### config.mk
export PLATFORM = sky130hd
export DESIGN_NAME = mult_check_sequencer
export DESIGN_NICKNAME = d
export VERILOG_FILES = /design/src/rtl/mult_check_sequencer.sv
export SDC_FILE = /design/constraint.sdc
export NUM_CORES = 1
export LEC_CHECK = 0
export CORE_MARGIN = 5
export CORE_UTILIZATION = 58
export DETAILED_ROUTE_END_ITERATION = 8
export HOLD_SLACK_MARGIN = 0.15
export PLACE_DENSITY = 0.95
export SYNTH_ARGS = -nofsm -noshare
export SYNTH_HDL_FRONTEND = slang
export SYNTH_SLANG_ARGS = --single-unit
### constraint.sdc
create_clock -name clk -period 11.74 [get_ports clk]
set_input_delay 3.522 -clock clk [delete_from_list [all_inputs] [get_ports clk]]
set_output_delay 3.522 -clock clk [all_outputs]
set_load 0.01 [all_outputs]
### src/rtl/mult_check_sequencer.sv
// Multiplier checker: drives registered operands, waits a settle time,
// samples the product and flags any mismatch against a golden product.
module mult_check_sequencer #(
  parameter int WIDTH         = 8,
  parameter int SETTLE_CYCLES = 1
) (
  input  logic               clk,
  input  logic               rst,
  input  logic               in_valid,
  output logic               in_ready,
  input  logic [WIDTH-1:0]   in_a,
  input  logic [WIDTH-1:0]   in_b,
  output logic [WIDTH-1:0]   mul_a,
  output logic [WIDTH-1:0]   mul_b,
  input  logic [2*WIDTH-1:0] mul_p,
  output logic               out_valid,
  input  logic               out_ready,
  output logic [2*WIDTH-1:0] out_p,
  output logic               out_mismatch,
  output logic [15:0]        test_count,
  output logic [15:0]        err_count,
  input  logic               clear
);

  typedef enum logic [1:0] {
    IDLE,
    SETTLE,
    OUT
  } state_t;

  localparam logic [7:0] CNT_LOAD = 8'(SETTLE_CYCLES - 1);

  state_t             state;
  logic [7:0]         cnt;
  logic [2*WIDTH-1:0] golden;
  logic               done;

  // Full-width unsigned product of the operands currently driven
  assign golden = {{WIDTH{1'b0}}, mul_a} * {{WIDTH{1'b0}}, mul_b};

  assign in_ready = (state == IDLE) & ~rst;
  assign done     = out_valid & out_ready;

  // Transaction sequencing: accept, settle, sample, present
  always_ff @(posedge clk or posedge rst) begin
    if (rst) begin
      state        <= IDLE;
      cnt          <= '0;
      mul_a        <= '0;
      mul_b        <= '0;
      out_p        <= '0;
      out_mismatch <= 1'b0;
      out_valid    <= 1'b0;
    end else begin
      unique case (state)
        IDLE: begin
          if (in_valid) begin
            mul_a <= in_a;
            mul_b <= in_b;
            cnt   <= CNT_LOAD;
            state <= SETTLE;
          end
        end
        SETTLE: begin
          if (cnt == 8'd0) begin
            out_p        <= mul_p;
            out_mismatch <= (mul_p != golden);
            out_valid    <= 1'b1;
            state        <= OUT;
          end else begin
            cnt <= cnt - 8'd1;
          end
        end
        OUT: begin
          if (out_ready) begin
            out_valid <= 1'b0;
            state     <= IDLE;
          end
        end
        default: state <= IDLE;
      endcase
    end
  end

  // Saturating result counters; clear wins over a coincident increment
  always_ff @(posedge clk or posedge rst) begin
    if (rst) begin
      test_count <= '0;
      err_count  <= '0;
    end else if (clear) begin
      test_count <= '0;
      err_count  <= '0;
    end else if (done) begin
      if (test_count != 16'hFFFF)
        test_count <= test_count + 16'd1;
      if (out_mismatch && err_count != 16'hFFFF)
        err_count <= err_count + 16'd1;
    end
  end

endmodule

==> results of run 1 <==
[critical path: cells and delay by family]
| family | cells | cell delay, ns |
|---|---|---|
| buffers and inverters | 2 | 1.01 |
| and+or+nand+nor | 1 | 0.16 |
[through the flow]
| stage | std cells | util | hold WS [ns] | cell area (um^2) | setup slack, ns |
|---|---|---|---|---|---|
| after CTS | 820 | 0.7278 | 0.5165 | 7048 | 3.523 |
| after global routing | 820 | 0.7278 | 0.5368 | 7048 | 3.431 |
| final | 820 | 0.7278 | 0.5147 | 7048 | 3.522 |
| after detailed placement | 804 | 0.7061 | 0.4979 | 6838 | 3.541 |
| after global placement | 804 | 0.7061 | 0.4884 | 6838 | 3.547 |
| after floorplan | 584 | - | 0.4910 | 5690 | 4.437 |
[Yosys cell counts, types with 17 or more instances]
cell	instances
mux2_2	34
and2_1	36
xor2_1	25
a21oi_1	20
nor2_1	44
dfrtp_1	76
nand2_1	60
inv_1	61
clkbuf_1	17
ha_1	40
nand3_1	18
fa_1	36
xnor2_1	25
[worst min-delay path by stage]
stage | from | cells past startpoint | to | slack (ns)
final | out_p[4]$_DFFE_PP0P_ | 1 | out_p[4]$_DFFE_PP0P_ | 0.51
after global routing | out_p[2]$_DFFE_PP0P_ | 1 | out_p[2]$_DFFE_PP0P_ | 0.54
after CTS | out_p[8]$_DFFE_PP0P_ | 1 | out_p[8]$_DFFE_PP0P_ | 0.52
after detailed placement | out_p[8]$_DFFE_PP0P_ | 1 | out_p[8]$_DFFE_PP0P_ | 0.50
after global placement | out_p[3]$_DFFE_PP0P_ | 1 | out_p[3]$_DFFE_PP0P_ | 0.49
after floorplan | cnt[1]$_DFFE_PP0P_ | 2 | cnt[1]$_DFFE_PP0P_ | 0.49
[cell type report]
cell class	instances	area [um^2]
Fill cell	653	2636
Sequential cell	76	1902
Inverter	61	229.0
Timing Repair Buffer	106	1054
Multi-Input combinational cell	428	3487
Clock buffer	11	151.4
Clock inverter	5	58.81
Tap cell	133	166.4
[flip-flops by register name (all words and copies together) (netlist names)]
register and count:
mul_a 8, test_count 16, out_p 16, out_mismatch 1, cnt 8, out_valid 1
state 2, mul_b 8, err_count 16
[routing by layer]
| layer | share of wire | wire (um) |
|---|---|---|
| met2 | 0.52 | 7028 |
| met5 | 0 | 0 |
| met3 | 0.079 | 1069 |
| met4 | 0.018 | 241 |
| met1 | 0.38 | 5219 |
[cell families (layout without fill, tap and decap cells)]
family	count (synthesis)	count (layout)	synth area share
buffers and inverters	80	183	0.05299
multiplexers	35	35	0.06904
AO/OA/AOI/OAI	56	56	0.06179
AND/OR/NAND/NOR	211	211	0.1904
adder cells (fa/ha/maj)	76	76	0.2146
XOR/XNOR	50	50	0.07696
flip-flops	76	76	0.3342
==> results.txt, run 1 <==
----------------------------------------------------
[Synth]
  Distinct cells, synth ... 52
  Mean cell area of the mapped netlist ... 9.744 um^2
  Number of warnings reported in the yosys synthesis log ... 0
  Seq/Total Area, Yosys ... 0.3342
  Main area contributors after synthesis ... dfrtp_1 (33%), fa_1 (13%), ha_1 (8.8%)
  Flip-flop and latch count after synthesis ... between 70 and 80
  Instance count of the mapped netlist ... slightly below 600
  Syn Std Cell Area ... between 0.005 and 0.006 mm^2
  Async set or reset register ratio after synthesis ... 1.000
  Portion of synthesized cell area occupied by the leading cell type ... 0.3342
  Ys flop type ... dfrtp_1
  Count of flip-flops with a built-in enable after synthesis ... 0
  Synthesized netlist net count ... between 600 and 700
  Biggest area consumer among synthesized cells ... dfrtp_1

[Global route]
  Met2 layer usage reported by global route ... 0.4268
  Gr ovfl total ... 0
  GR met1 Demand/Resource ... 0.2973
  Overall fraction of global-route tracks in use ... 0.2427
  Number of antenna violations at the first check in global routing ... 0
  Met3 usage ... 0.05921
  Largest net degree at the start of global routing ... 77
  Wire length of the first global-routing pass ... 22810 um
  Vias in the first global route ... ~4800
  Most crowded layer after global routing ... met2

[Timing]
  Time the worst path needs with I/O delays and setup ... 8.218 ns
  Worst setup skew after layout ... roughly 0.0084 ns
  Crit share post-route ... 0.7000
  Worst slew margin ... 0.3663
  Hold Vio Cnt, Final ... 0
  Unrepaired setup endpoints after global routing ... false
  Final setup viols ... 0
  Final number of max-transition violations ... 0
  Max frequency ... ~0.12 GHz
  Sum of negative setup slack ... 0 ns
  Transition time of the tightest slew-check pin ... 0.9506 ns

[Floorplanning]
  Die X-Extent ... about 110 um
  Area enclosed by the die boundary ... ~0.012 mm^2
  Area of the core ... 0.009684 mm^2
  Initial cell density of the core ... 0.5876
  Vertical die dimension ... 109.1 um
  Num rows ... 36
  IO Pins ... between 100 and 150

[Layout]
  Fin nets ... 795
  Antenna diodes ... 0
  Commonest cells after routing, fill and taps aside ... clkdlybuf4s50_1 (103), dfrtp_1 (76), nand2_1 (60), inv_1 (60), nor2_1 (44)
  Layout overhead on the synthesized area ... 23.86%
  Leading cell type in the layout, fill and taps excluded ... clkdlybuf4s50_1
  Fraction of layout instances using a drive strength above 1 ... 0.09316

[Route]
  Detailed Routing Iterations Pass 1 ... 5
  Via Count ... about 4700
  Wire length reported by the detailed router ... around 14000 um
  Initial detailed-routing violation count ... around 190
  Antenna viol nets, final ... 0
  Ratio of routed vias to standard cells ... between 5 and 6
  Average routed wire per standard cell ... approximately 17 um
  Remaining design rule violation count ... 0

[Worst setup path]
  Timing endpoint of the critical path ... in_ready
  Crit path top cell by count ... clkdlybuf4s50_1
  Reg-to-reg endpoint ... out_mismatch$_DFFE_PP0P_
  Cell-by-cell listing of the critical path ... clkdlybuf4s50_1, nor3_1, clkdlybuf4s50_1
  Maximum fanout along the worst path ... 2
  Worst reg2reg path depth ... 14
  Critical Path End Type ... output port
  Slack of the worst reg-to-reg path ... between 6 and 7 ns
  Startpoint of the most critical setup path ... rst
  Slowest stage cell on the critical path ... clkdlybuf4s50_1
  Crit Path Class ... in2out
  Startpoint of the worst register-to-register path ... mul_b[6]$_DFFE_PP0P_
  Kind of launch point of the worst setup path ... input port
  Peak per-stage delay on the critical path ... 0.57 ns
  Worst Path Arrival ... ~4.7 ns
  Worst path required time ... about 8.2 ns

[Clocking]
  CTS max path bufs ... 2
  Total clock buffers created by CTS ... 9
  Hold bufs inserted after CTS ... 0
  Number of sinks on the clock net ... 76
  Clk_lat worst skew ... 0.35 ns
  TritonCTS clock tree ... built
  Clock slew seen by the registers of the worst setup and hold paths ... approximately 0.080 ns
  Number of H-tree levels ... 3
  Resized cells post-CTS ... 0
  CTS root buffer ... clkbuf_8
  Setup fix buffers added after clock tree synthesis ... 0

[Placed design]
  GPL Wtd Cong ... 0.8877
  Count of input and output buffers ... between 100 and 150
  Placed wire-length estimate after detailed placement ... just over 10000 um

[Job]
  Maxcap violations ... 0

[Run status]
  Status ... complete, no violations

[Worst hold path]
  Tightest Hold Check Type ... reg2reg

----------------------------------------------------
Power of run 1 is left out: the tool's default activity adds up to more than one toggle a clock period on the data nets, which glitch-free logic cannot reach.
==> run 2, diff against run 1 <==
--- a/config.mk
+++ b/config.mk
@@ -6,10 +6,10 @@
 export NUM_CORES = 1
 export LEC_CHECK = 0
 export CORE_MARGIN = 5
-export CORE_UTILIZATION = 58
+export CORE_UTILIZATION = 54
 export DETAILED_ROUTE_END_ITERATION = 8
 export HOLD_SLACK_MARGIN = 0.15
-export PLACE_DENSITY = 0.95
+export PLACE_DENSITY = 0.9
 export SYNTH_ARGS = -nofsm -noshare
 export SYNTH_HDL_FRONTEND = slang
 export SYNTH_SLANG_ARGS = --single-unit
==> constraint.sdc (replaced) <==
create_clock -name clk -period 8.5 [get_ports clk]
set_input_delay 2.55 -clock clk [delete_from_list [all_inputs] [get_ports clk]]
set_output_delay 2.55 -clock clk [all_outputs]
set_load 0.01 [all_outputs]
==> run 2 against run 1 <==
  * Clock skew grew 0.00074 ns
  * Cell count grew 0.37%
  * Core utilization shrank 4.7 points
  * Worst setup slack lost 1.3 ns
  * Largest cell class unchanged
  * Sequential share of layout area grew 0.096 points
  * Worst hold slack lost 0.00087 ns
  * Count of clock-buffer cells in the layout shrank 2
  * Wire length shrank 3.2%
  * Global-route usage shrank 2.6 points
  * Critical path depth is the same
  * First-iteration DRC count shrank 7.5%
==> results.txt, run 2 (same netlist as run 1, synthesis figures left out) <==
----------------------------------------------------
[Layout]
  Fraction of layout instances using a drive strength above 1 ... 0.09316 (unchanged)
  Antenna diodes ... 0 (unchanged)
  Layout overhead on the synthesized area ... 23.42%
  Fin nets ... 795 (unchanged)
  Final standard cell utilization of the core ... 0.6803 (-0.04750)
  Final std cell area, no fill ... 0.007023 mm^2 (-0.35%)
  Commonest cells after routing, fill and taps aside ... clkdlybuf4s50_1 (103), dfrtp_1 (76), nand2_1 (60), inv_1 (60), nor2_1 (44)
  Leading cell type in the layout, fill and taps excluded ... clkdlybuf4s50_1
  Top flop regs ... err_count: 16 flops, out_p: 16 flops, test_count: 16 flops

[Placed design]
  Placed wire-length estimate after detailed placement ... 10030 um (-1.1%)
  Cell area after placement ... 0.006842 mm^2 (about the same)
  GPL Wtd Cong ... 0.8856 (-0.24%)
  Count of input and output buffers ... 103 (unchanged)

[Run status]
  Status ... complete, no violations

[Clocking]
  Number of H-tree levels ... 3 (unchanged)
  Clk_lat worst skew ... 0.36 ns (about the same)
  Number of sinks on the clock net ... 76 (unchanged)
  CTS max path bufs ... 2 (unchanged)
  Hold bufs inserted after CTS ... 0 (unchanged)
  Setup fix buffers added after clock tree synthesis ... 0 (unchanged)
  Clock slew seen by the registers of the worst setup and hold paths ... 0.09 ns (about the same)
  TritonCTS clock tree ... built
  Resized cells post-CTS ... 0 (unchanged)
  CTS root buffer ... clkbuf_8
  Total clock buffers created by CTS ... 9 (unchanged)

[Worst setup path]
  Worst Path Arrival ... 3.76 ns (-0.94 ns)
  Cell-by-cell listing of the critical path ... clkdlybuf4s50_1, nor3_1, clkdlybuf4s50_1
  Crit Path Class ... in2out
  Slowest stage cell on the critical path ... clkdlybuf4s50_1
  Maximum fanout along the worst path ... 2 (unchanged)
  Slack of the worst reg-to-reg path ... 3.63 ns (-3.23 ns)
  Peak per-stage delay on the critical path ... 0.58 ns (about the same)
  Kind of launch point of the worst setup path ... input port
  Worst path required time ... 5.95 ns (-2.27 ns)
  Crit path top cell by count ... clkdlybuf4s50_1
  Critical Path End Type ... output port

[Route]
  Via Count ... 4534 (-2.8%)
  Wire length reported by the detailed router ... 13120 um (-3.2%)
  Remaining design rule violation count ... 0 (unchanged)
  Ratio of routed vias to standard cells ... 5.509 (-3.1%)
  Antenna viol nets, final ... 0 (unchanged)
  Average routed wire per standard cell ... 15.94 um (-3.6%)
  Initial detailed-routing violation count ... 173 (-7.5%)
  Detailed Routing Iterations Pass 1 ... 6 (+1)

[Global route]
  Vias in the first global route ... 4803 (-0.23%)
  Gr ovfl total ... 0 (unchanged)
  Number of antenna violations at the first check in global routing ... 0 (unchanged)
  Largest net degree at the start of global routing ... 77 (unchanged)
  Wire length of the first global-routing pass ... 22410 um (-1.8%)
  Overall fraction of global-route tracks in use ... 0.2170 (-0.02569)

[Floorplanning]
  IO Pins ... 104 (unchanged)
  Area enclosed by the die boundary ... 0.01269 mm^2 (+6.7%)
  Num rows ... 37 (+2.8%)
  Die X-Extent ... 112.7 um (+3.3%)
  Initial cell density of the core ... 0.5512 (-0.03639)
  Vertical die dimension ... 112.7 um (+3.3%)
  Area of the core ... 0.01032 mm^2 (+6.6%)

[Timing]
  Worst setup skew after layout ... 0.009127 ns (+0.0007420 ns)
  Time the worst path needs with I/O delays and setup ... 6.312 ns
  Final number of max-transition violations ... 0 (unchanged)
  Transition time of the tightest slew-check pin ... 0.9516 ns (+0.001058 ns)
  Final setup viols ... 0 (unchanged)
  Sum of negative setup slack ... 0 ns (unchanged)
  Worst slew margin ... 0.3656 (-0.0007060)
  Crit share post-route ... 0.7425
  Unrepaired setup endpoints after global routing ... false
  Max frequency ... between 0.15 and 0.2 GHz
  Hold Vio Cnt, Final ... 0 (unchanged)

[Worst hold path]
  Tightest Hold Check Type ... reg2reg

[Job]
  Maxcap violations ... 0 (unchanged)

----------------------------------------------------
==> run 2: worst max-delay path: cells and delay by family <==
| family | cells | cell delay (ns) |
|---|---|---|
| simple gates | 1 | 0.19 |
| buf+inv | 2 | 1.02 |
==> run 2: cell type report <==
| cell class | count | area (um^2) |
|---|---|---|
| Timing Repair Buffer | 106 | 1054 |
| Sequential cell | 76 | 1902 |
| Inverter | 61 | 229.0 |
| Clock inverter | 7 | 57.56 |
| Tap cell | 136 | 170.2 |
| Fill cell | 768 | 3301 |
| Multi-Input combinational cell | 428 | 3487 |
| Clock buffer | 9 | 123.9 |
==> run 2: per-stage QoR <==
stage	instances	hold WS (ns)	setup WS, ns
floorplan	584	0.4910	3.141
global placement	807	0.4882	2.260
detailed placement	807	0.4935	2.213
CTS	823	0.5145	2.195
global route	823	0.5273	2.136
finish	823	0.5138	2.188
==> run 2: metal layers <==
| metal | wire [um] | part of all wire | vias to the layer above | global-route usage |
|---|---|---|---|---|
| met5 | 0 | 0 | - | 0 |
| li1 | - | - | 2129 | - |
| met4 | 260 | 0.020 | 0 | 0.08173 |
| met1 | 5378 | 0.41 | 2236 | 0.2584 |
| met2 | 6717 | 0.51 | 143 | 0.3780 |
| met3 | 765 | 0.058 | 26 | 0.05391 |
==> run 2: path summary, 6_finish.rpt <==
| check | end | startpoint | depth (start not counted) |
|---|---|---|---|
| setup / recovery | in_ready | rst | 3 |
| hold / removal | out_p[3]$_DFFE_PP0P_ | out_p[3]$_DFFE_PP0P_ | 1 |
| setup reg to reg | out_mismatch$_DFFE_PP0P_ | mul_a[2]$_DFFE_PP0P_ | 14 |
| hold reg to reg | out_p[3]$_DFFE_PP0P_ | out_p[3]$_DFFE_PP0P_ | 1 |
| max in group asynchronous | mul_b[3]$_DFFE_PP0P_ | rst | 3 |
| min in group asynchronous | err_count[12]$_DFFE_PP0P_ | rst | 3 |
Power of run 2 is left out for the same reason.
